===== src/rtl/float16_add_issue.sv =====
// float16_add_issue
//   Credit-based issue stage wrapped around a fixed-latency, non-stallable
//   float16 adder. Operand pairs are buffered in an input FIFO. At most one
//   pair per cycle is issued to the adder, and each result is recaptured into
//   an output FIFO. Issue is throttled so every in-flight result already owns
//   an output slot. This lets downstream backpressure stall the path without
//   losing data.
//
// Ports
//   clk, rst_n          clock, asynchronous active-low reset
//   in_valid/in_ready   operand handshake (in_ready = input FIFO not full)
//   in_a, in_b          operands
//   add_a, add_b        registered operands driven to the adder
//   add_result          adder result, ADD_LATENCY cycles after add_a/add_b
//   out_valid/out_ready result handshake (out_valid = output FIFO not empty)
//   out_data            head result
//   out_special         head result exponent all ones (Inf/NaN)
//   busy                anything queued, in flight or awaiting readout
//   issue_cnt           pairs issued since reset, wraps modulo 2^16
module float16_add_issue #(
   parameter int FLOAT_LEN   = 16,
   parameter int FIFO_DEPTH  = 4,
   parameter int ADD_LATENCY = 2
) (
   input  logic                 clk,
   input  logic                 rst_n,
   input  logic                 in_valid,
   output logic                 in_ready,
   input  logic [FLOAT_LEN-1:0] in_a,
   input  logic [FLOAT_LEN-1:0] in_b,
   output logic [FLOAT_LEN-1:0] add_a,
   output logic [FLOAT_LEN-1:0] add_b,
   input  logic [FLOAT_LEN-1:0] add_result,
   output logic                 out_valid,
   input  logic                 out_ready,
   output logic [FLOAT_LEN-1:0] out_data,
   output logic                 out_special,
   output logic                 busy,
   output logic [15:0]          issue_cnt
);

   localparam int AW = $clog2(FIFO_DEPTH);
   // Wide enough for inflight + out_count, which never exceeds FIFO_DEPTH.
   localparam int CW = AW + 2;
   localparam logic [AW:0]   DEPTH_P = (AW+1)'(FIFO_DEPTH);
   localparam logic [CW-1:0] DEPTH_C = CW'(FIFO_DEPTH);

   logic [FLOAT_LEN-1:0] in_mem_a [FIFO_DEPTH];
   logic [FLOAT_LEN-1:0] in_mem_b [FIFO_DEPTH];
   logic [FLOAT_LEN-1:0] out_mem  [FIFO_DEPTH];

   logic [AW:0]          in_wr, in_rd, out_wr, out_rd;
   logic [AW:0]          in_count, out_count;
   logic [CW-1:0]        inflight;
   logic [CW-1:0]        committed;
   logic [ADD_LATENCY:0] tag;

   logic in_empty, push_in, issue, capture, pop_out;

   always_comb begin
      in_count  = in_wr - in_rd;
      out_count = out_wr - out_rd;
      in_empty  = (in_wr == in_rd);
      in_ready  = (in_count != DEPTH_P);
      out_valid = (out_wr != out_rd);
      push_in   = in_valid && in_ready;
      pop_out   = out_valid && out_ready;
      capture   = tag[ADD_LATENCY];
      // Slots already promised to results. A capture moves one unit from
      // inflight to out_count, so only the same-cycle pop changes the total.
      committed = inflight + CW'(out_count) - CW'(pop_out);
      issue     = !in_empty && (committed < DEPTH_C);
      out_data  = out_mem[out_rd[AW-1:0]];
      // Gated so stale storage never shows through while the FIFO is empty.
      out_special = out_valid && (&out_data[FLOAT_LEN-2 -: 5]);
      busy      = !in_empty || (inflight != '0) || out_valid;
   end

   always_ff @(posedge clk or negedge rst_n) begin
      if (!rst_n) begin
         in_wr     <= '0;
         in_rd     <= '0;
         out_wr    <= '0;
         out_rd    <= '0;
         inflight  <= '0;
         tag       <= '0;
         add_a     <= '0;
         add_b     <= '0;
         issue_cnt <= '0;
      end else begin
         if (push_in) in_wr <= in_wr + 1'b1;
         if (issue) begin
            in_rd     <= in_rd + 1'b1;
            add_a     <= in_mem_a[in_rd[AW-1:0]];
            add_b     <= in_mem_b[in_rd[AW-1:0]];
            issue_cnt <= issue_cnt + 16'd1;
         end
         tag <= {tag[ADD_LATENCY-1:0], issue};
         if (capture) out_wr <= out_wr + 1'b1;
         if (pop_out) out_rd <= out_rd + 1'b1;
         case ({issue, capture})
            2'b10:   inflight <= inflight + 1'b1;
            2'b01:   inflight <= inflight - 1'b1;
            default: inflight <= inflight;
         endcase
      end
   end

   // Storage arrays are not reset; the pointers define which entries are live.
   always_ff @(posedge clk) begin
      if (push_in) begin
         in_mem_a[in_wr[AW-1:0]] <= in_a;
         in_mem_b[in_wr[AW-1:0]] <= in_b;
      end
      if (capture) out_mem[out_wr[AW-1:0]] <= add_result;
   end

endmodule


===== config.mk =====
export PLATFORM = sky130hd
export DESIGN_NAME = float16_add_issue
export DESIGN_NICKNAME = d
export VERILOG_FILES = /design/src/rtl/float16_add_issue.sv
export SDC_FILE = /design/constraint.sdc
export NUM_CORES = 1
export LEC_CHECK = 0
export ABC_AREA = 1
export CAP_MARGIN = 5
export CORE_UTILIZATION = 33
export DETAILED_ROUTE_END_ITERATION = 7
export DONT_BUFFER_PORTS = 1
export PLACE_DENSITY = 0.58
export SLEW_MARGIN = 0
export SYNTH_ARGS = -nofsm -noshare
export SYNTH_HDL_FRONTEND = slang
export SYNTH_SLANG_ARGS = --single-unit

===== constraint.sdc =====
create_clock -name clk -period 9.1 [get_ports clk]
set_clock_uncertainty 0.1 [all_clocks]
set_input_delay 0.91 -clock clk [delete_from_list [all_inputs] [get_ports clk]]
set_output_delay 0.91 -clock clk [all_outputs]
set_load 0.01 [all_outputs]

# Word-level counts from Yosys, hierarchy flattened
# Memory sizes are Yosys's and may differ from the RTL's. A register that Yosys moved wholly into a read port is not among the register bits.
# Cells that the tools add are included.
# totals
ram_bits	192
wordCells	44
memories	3
in_bits	52
register_bits	35
output_inout_bits	68
# mem_list
memory	depth	word_bits	rd	rd_ports_with_merged_regs	wr	line_no	rtl
in_mem_a	4	16	1	1	1	48	logic [FLOAT_LEN-1:0] in_mem_a [FIFO_DEPTH];
in_mem_b	4	16	1	1	1	49	logic [FLOAT_LEN-1:0] in_mem_b [FIFO_DEPTH];
out_mem	4	16	1	0	1	50	logic [FLOAT_LEN-1:0] out_mem [FIFO_DEPTH];
# classes
addsub	11
n_lt_le_gt_ge	1
n_reduce_logical	12
n_eq_ne	5
muxes	5
# ops
operator	count
$add 16x1->16 const B	1
$add 3x1->3 const B	4
$pmux 4 s2	1
$sub 3x3->3	2
$reduce_and 5->1	1
$add 4x1->4 const B	1
$add 4x3->4	1
$logic_and 1x1->1	4
$lt 4x3->1 const B	1
$mux 1	4
$reduce_bool 4->1	1
$sub 4x1->4	1
$sub 4x1->4 const B	1
$eq 3x3->1	1
$logic_not 1->1	3
$ne 3x3->1	1
$ne 3x3->1 const B	1
$eq 2x1->1 const B	1
$eq 2x2->1 const B	1
$logic_or 1x1->1	2
$reduce_bool 2->1	1

# Longest topological paths before layout
# Gate-level depths: netlist (run 1).
# depth
ltp_word	7
mapped_depth	27
depth_no_buf	24

# Worst setup path before layout (run 1)
# Ideal clock, no wire load.
# synth_path
kind	flip-flop to flip-flop
startpoint	register out_rd[1]
endpoint	register inflight[3]
setup_slack_ns	5.116
path_stages_with_launch	26
t_required_ns	8.874
n_path_buf	3
setup_ns	0.126
period_less_slack_ns	3.984
arrival_time_ns	3.758
cell_sequence	dfrtp_1 > clkbuf_2 > clkinv_1 > clkbuf_1 > fa_1 > xor2_1 > ha_1 > inv_1 > ha_1 > nand2_1 > inv_1 > nand2_2 > nand2_1 > nand2_2 > nand4_4 > buf_6 > ha_1 > ha_1 > nand2_1 > inv_1 > o21ai_0 > nand2_1 > nand2_1 > nand2_1 > nand2_1 > o21ai_0
# synth_between
elab_chain_len	7
elab_cells_between_ends	11
cone_classes	3 x add/sub; 1 x order compare; 3 x eq/ne; 1 x mux; 3 x reduce/logical
# synth_lines
element	line_no	rtl
from (decl)	52	logic [AW:0] in_wr, in_rd, out_wr, out_rd;
from (signal assigned)	100	if (pop_out) out_rd <= out_rd + 1'b1;
$sub 3x3->3 / $ne 3x3->1 (equally long branches)	62, 65	
$add 4x3->4 / $logic_and 1x1->1 (equally long branches)	71, 67	
$sub 4x1->4 (*)	71	committed = inflight + CW'(out_count) - CW'(pop_out);
$lt 4x3->1 (*)	72	issue = !in_empty && (committed < DEPTH_C);
$logic_and 1x1->1 (*)	72	
$eq 2x1->1 / $eq 2x2->1 (equally long branches)	101	case ({issue, capture})
$pmux 4 s2 / $reduce_bool 2->1 (equally long branches)	n/a	
to (signal assigned)	102	2'b10: inflight <= inflight + 1'b1;
to (signal assigned)	103	2'b01: inflight <= inflight - 1'b1;
to (signal assigned)	104	default: inflight <= inflight;
to (decl)	54	logic [CW-1:0] inflight;
# Every way passes the cells marked *; elsewhere a longest branch is shown, timed or not.
# A chain may end at the register's enable or synchronous reset.

# Worst setup path after layout (run 1)
# layout_path
startpoint	register out_rd[1]
endpoint	register inflight[3]
# layout_between
elab_chain_len	7
elab_cells_between_ends	11
cone_classes	3 x add/sub; 1 x order compare; 3 x eq/ne; 1 x mux; 3 x reduce/logical
# layout_lines
element	line_no	rtl
$ne 3x3->1 (*)	65	out_valid = (out_wr != out_rd);
named net out_valid	34	output logic out_valid,
$logic_and 1x1->1 (*)	67	pop_out = out_valid && out_ready;
named net pop_out	58	logic in_empty, push_in, issue, capture, pop_out;
$sub 4x1->4 (*)	71	
$lt 4x3->1 (*)	72	
$logic_and 1x1->1 (*)	72	
$eq 2x1->1 / $eq 2x2->1 (equally long branches)	101	
$pmux 4 s2 / $reduce_bool 2->1 (equally long branches)	n/a	
# The timed path passes the listed nets; every way through them passes the cells marked *.

==> run summary, run 1 <==
Vias: 6614
FF/Latch Area: 7440 um^2
cell area after synthesis: 10800 um^2
Synth Flop Type: edfxtp_1
count of pins over their slew limit: 0
Core Region: 31900 um^2
iteration count of the initial detailed-routing pass: 4
xor-xnor portion of the synthesized cell area: 0.0146
Synth area leaders: edfxtp_1 53%, dfrtp_1 16%, nand2_1 6.7%, nor2_1 3.9%, o21ai_0 3.4%
post-route ant nets: 0
fin cells: 1388
sequential share of the synthesized area: 0.688
WP data arrival: 6.11 ns
antenna violations before repair: 0
period utilization: 0.636
global route overflow: 0
status: completed
worst slew pin tran: 1.17 ns
post-synthesis adder-cell area fraction: 0.0303
Final setup viols: 0
number of DRC markers in iteration 0: 429
Placed Area: 11200 um^2
maxcap violations: 0
P&R area growth vs syn: 12.2%
multiplexer share of the synthesized area: 0
distinct cell type count after synthesis: 30
largest family of logic cells by synthesized area: simple AND/OR/NAND/NOR gates
syn_nets: 1015
number of global-route vias before repair: 6637
Yosys warning total: 0
Rows: 65
Final min period: 5.79 ns
CTS Buf Count: 28
Final Core Density: 0.381
largest net degree at the start of global routing: 68
DP Wirelength: 13200 um
Multi-input gate area: 2920 um^2
Compound-Gate Fraction of Synth Area: 0.0707
Max Freq: 173 MHz
number of diodes: 0
Avg Synthesized Cell Area: 11.5 um^2
DRC violation count after routing: 0
top cell type's share of synthesized area: 0.533
Bufs on Longest Clock Path: 3
critical path required time: 9.42 ns
Finished Cell Area: 12100 um^2
IO Count: 120
DR WL/cell: 17.3 um
DP Cell Count: 1335
Post-Synth Simple-Gate Area: 0.152
Fill cells: 3101
H-Tree Depth: 1
Die X: 183 um
HP Class: input port to asynchronous set/reset pin
die area: 33500 um^2
FF-to-FF setup slack: 3.31 ns
clk_lat worst skew: 0.55 ns
CTS tree: yes
CP Capture Type: flip-flop
EDFF count, synth: 192
Via density: 4.77
most frequent cell after synthesis: nand2_1
Synth area leader: edfxtp_1
Worst-path clk slew: 0.07 ns
Post-CTS Setup Bufs: 0
Initial Utilization: 0.339
Total GRT Usage: 0.144
Startpoint Class: flip-flop
Final nets: 1008
first-pass GRT wire length: 37600 um
final wirelength: 24100 um
GP Congestion: 0.745
die height: 183 um
Slew Limit Headroom: 0.221
Final Hold Vio Count: 0
share of layout cells above drive strength 1: 0.0724
Cells after Synth: 938
RSZ-0062 raised after global routing: false
CP Class: flip-flop to flip-flop
asr flop ratio synth: 0.259
Commonest cells post-synth: 194 x nand2_1, 192 x edfxtp_1, 111 x nor2_1
Worst Path Max Fanout: 53
Clock Sinks: 259
clk root buf: clkbuf_16
Port Buf Inserts: 0
post-synthesis register bit count: 259
total negative setup slack: 0 ns
## layer usage
metal  routed length (um)  global-route usage  vias to the layer above
met5                    0                   0                        -
li1                     -                   -                     3225
met3                 1990              0.0516                       35
met1                10800               0.185                     3212
met2                10800               0.230                      142
met4                  460              0.0393                        0
## layout make-up
cell class / instances / area share
Sequential cell: 259 / 0.613
Multi-Input combinational cell: 578 / 0.241
Clock buffer: 40 / 0.0647
Tap cell: 435 / 0.0448
Inverter: 56 / 0.0173
Clock inverter: 12 / 0.0124
Timing Repair Buffer: 8 / 0.00660
## cell usage in the layout (no fill, tap or decap), types with 2 or more instances in the layout
cell type	netlist	final
fa_1	2	2
nand4_1	9	9
clkinv_1	1	2
ha_1	23	23
xor2_1	10	10
inv_1	51	51
clkinv_2	0	5
o22ai_1	44	44
edfxtp_1	192	192
o21ai_0	73	73
clkinvlp_4	0	2
o21ai_1	23	23
nor2_4	1	5
nor2_1	111	107
clkbuf_8	0	4
dfrtp_1	67	66
bufinv_16	0	3
nand2_2	4	4
inv_2	4	4
clkbuf_16	0	28
buf_4	1	7
nand2_1	194	194
clkbuf_1	16	8
xnor2_1	8	8
nand3_1	70	70
## final timing paths
check                      startpoint           end  depth (start not counted)
max                         out_rd[1]   inflight[3]                         24
min                             rst_n  issue_cnt[0]                          1
max reg2reg                 out_rd[1]   inflight[3]                         24
min reg2reg                    tag[0]        tag[1]                          0
max in group asynchronous       rst_n      in_rd[0]                          1
min in group clk               tag[0]        tag[1]                          0
## metrics by stage
stage          hold slack [ns]  setup slack (ns)
6_report                 0.138              3.31
5_1_grt                  0.162              2.70
4_1_cts                  0.148              3.28
3_5_place_dp             0.238              3.29
3_3_place_gp             0.233              3.41
2_1_floorplan            0.231              5.12
## kinds of logic after synthesis
logic type,count (synthesis)
AOI/OAI and AO/OA,141
buffers and inverters,101
xor gates and xnor gates,18
adders and majority gates,25
DFF,259
and+or+nand+nor,394
## registers in the layout, summed over array words and instances, names as in the netlist
signal,flops
inflight,4
out_wr,3
in_mem_b,64
issue_cnt,16
out_rd,3
in_wr,3
out_mem,64
add_a,16
tag,3
in_rd,3
add_b,16
in_mem_a,64
## timing repair
action | 4_1_cts | 5_1_grt
resized for setup | 0 | 0
hold buffers | 1 | 0
hold endpoints to repair | 67 | 0
## worst max-delay path, cell delays in order (launching register included)
cell and delay, ns:
dfrtp_1 0.73, clkinv_1 0.69, ha_1 0.52, nand4_1 0.25, nand2_1 0.19, inv_1 0.11
ha_1 0.19, inv_1 0.05, ha_1 0.23, nand2_1 0.06, inv_1 0.05, nand2_2 0.09
nand2_1 0.07, nand2_2 0.09, nand4_4 0.74, ha_1 0.60, ha_1 0.29, nand2_1 0.05
inv_1 0.03, o21ai_0 0.21, nand2_1 0.09, nand2_1 0.06, nand2_1 0.04, nand2_1 0.04
o21ai_0 0.07
Power of run 1 is left out: the tool's default activity adds up to more than one toggle a clock period on the data nets, which glitch-free logic cannot reach.
==> run 2, diff against run 1 <==
Settings changed: PLACE_DENSITY 0.58 to 0.59.
Clock period 9.1 ns to 4.7 ns, I/O delays scaled along.
==> run 2 against run 1 <==
- cell count grew 4.0%
- fmax rose by 54%
- first-iteration DRC count down 22%
- sequential share of layout area fell by 2.9 points
- design area is 5.0% higher
- non-clock buffer count increased by 53
- critical path type unchanged
==> run summary, run 2 (synthesis results as in run 1) <==
Worst-path clk slew: 0.06 ns (about the same)
CP Capture Type: flip-flop
critical path required time: 5.02 ns (-4.40 ns)
HP Class: input port to flip-flop
antenna violations before repair: 3 (+3)
Port Buf Inserts: 0 (unchanged)
iteration count of the initial detailed-routing pass: 4 (unchanged)
clk root buf: clkbuf_16
Bufs on Longest Clock Path: 3 (unchanged)
FF/Latch Area: 7440 um^2 (unchanged)
Vias: 6858 (+3.7%)
Initial Utilization: 0.339 (unchanged)
worst hold margin: 0.0608 ns (-0.0767 ns)
DP Wirelength: 13600 um (+3.1%)
DR WL/cell: 16.6 um (-4.2%)
GR Util met2: 0.240 (+0.0100)
CTS tree: yes
Final nets: 1061 (+5.3%)
Die X: 183 um (unchanged)
Fill cells: 3068 (-1.1%)
worst slew pin tran: 1.12 ns (-0.0496 ns)
status: completed
first-pass GRT wire length: 38300 um (+1.7%)
GP Congestion: 0.777 (+4.4%)
most frequent cells in the layout: 194 x nand2_1, 192 x edfxtp_1, 107 x nor2_1
clk_lat worst skew: 0.54 ns (about the same)
FF-to-FF setup slack: 0.94 ns (-2.37 ns)
worst reg2reg path depth: 24 (unchanged)
P&R area growth vs syn: 17.8%
worst hold endpoint: out_rd[0]
WP data arrival: 4.08 ns (-2.03 ns)
number of DRC markers in iteration 0: 333 (-22%)
number of global-route vias before repair: 6959 (+4.9%)
Final Core Density: 0.400 (+0.0189)
maxcap violations: 0 (unchanged)
largest net degree at the start of global routing: 68 (unchanged)
post-route ant nets: 0 (unchanged)
Max Freq: 266 MHz (+54%)
period utilization: 0.801 (+0.164)
hold_sp: out_ready
die area: 33500 um^2 (unchanged)
FF-to-FF End: inflight[3]
Core Region: 31900 um^2 (unchanged)
Final min period: 3.76 ns (-2.03 ns)
GRT Max-Usage Layer: met2
Worst Path Max Fanout: 4 (-92%)
Rows: 65 (unchanged)
most common cell after layout, fill and taps aside: nand2_1
count of pins over their slew limit: 0 (unchanged)
share of layout cells above drive strength 1: 0.0736 (+0.00116)
Final Hold Vio Count: 0 (unchanged)
die height: 183 um (unchanged)
global route overflow: 0 (unchanged)
IO Count: 120 (unchanged)
Clock Sinks: 259 (unchanged)
Post-CTS Setup Bufs: 0 (unchanged)
H-Tree Depth: 1 (unchanged)
GRT met3 Usage: 0.0332 (-0.0185)
Final setup viols: 0 (unchanged)
final wirelength: 24000 um (-0.39%)
total negative setup slack: 0 ns (unchanged)
global routing usage on met1: 0.192 (+0.00730)
DRC violation count after routing: 0 (unchanged)
Critical R2R Launch: out_wr[0]
Multi-input gate area: 2920 um^2 (unchanged)
CP Class: flip-flop to flip-flop
hold path depth: 2
Slew Limit Headroom: 0.253 (+0.0324)
CTS Buf Count: 28 (unchanged)
Via density: 4.75 (-0.26%)
RSZ-0062 raised after global routing: false
Total GRT Usage: 0.145 (+0.000459)
Startpoint Class: flip-flop
Resize count post-CTS: 0 (unchanged)
==> run 2: layout make-up <==
| cell class | instances | area share |
|---|---|---|
| Sequential cell | 259 | 0.584 |
| Multi-Input combinational cell | 578 | 0.229 |
| Clock buffer | 39 | 0.0630 |
| Timing Repair Buffer | 61 | 0.0481 |
| Tap cell | 435 | 0.0427 |
| Inverter | 56 | 0.0165 |
| Clock inverter | 13 | 0.0155 |
| Antenna cell | 2 | 0.000393 |
==> run 2: worst max-delay path by stage <==
| stage | slack (ns) | cells past startpoint | start | end |
|---|---|---|---|---|
| 5_1_grt | 0.62 | 24 | out_wr[0] | inflight[3] |
| 6_report | 0.94 | 24 | out_wr[0] | inflight[3] |
| 2_1_floorplan | 0.72 | 25 | out_rd[1] | inflight[3] |
| 3_5_place_dp | 0.92 | 24 | out_wr[0] | inflight[3] |
| 4_1_cts | 0.93 | 24 | out_wr[0] | inflight[3] |
| 3_3_place_gp | 1.02 | 24 | out_wr[0] | inflight[3] |
==> run 2: metrics by stage <==
stage,worst slack (ns),instances,instance area (um^2)
6_report,0.936,1443,12700
5_1_grt,0.623,1443,12700
4_1_cts,0.931,1441,12700
3_5_place_dp,0.917,1339,11200
3_3_place_gp,1.02,1339,11200
2_1_floorplan,0.716,938,10800
==> run 2: worst max-delay path, stage by stage, from the launching register on <==
cell and delay, ns:
dfrtp_1 0.41, inv_1 0.13, ha_1 0.16, inv_1 0.05
fa_1 0.37, xor2_1 0.17, ha_1 0.26, inv_1 0.04
ha_1 0.34, nand2_1 0.08, inv_1 0.05, nand2_2 0.08
nand2_1 0.08, nand2_2 0.10, nand4_4 0.09, ha_1 0.26
ha_1 0.29, nand2_1 0.06, inv_1 0.03, o21ai_0 0.20
nand2_1 0.09, nand2_1 0.07, nand2_1 0.05, nand2_1 0.04
o21ai_0 0.06
==> run 2: timing repair <==
item	CTS	global route
endpoints found under the setup margin	0	0
hold buffers	50	0
endpoints found under the hold margin	259	0
==> run 2: metal layers <==
| layer | up-vias | routed length (um) |
|---|---|---|
| met2 | 144 | 11200 |
| met1 | 3342 | 11000 |
| met4 | 2 | 324 |
| met5 | - | 15 |
| li1 | 3346 | - |
| met3 | 24 | 1420 |
Power of run 2 is left out for the same reason.
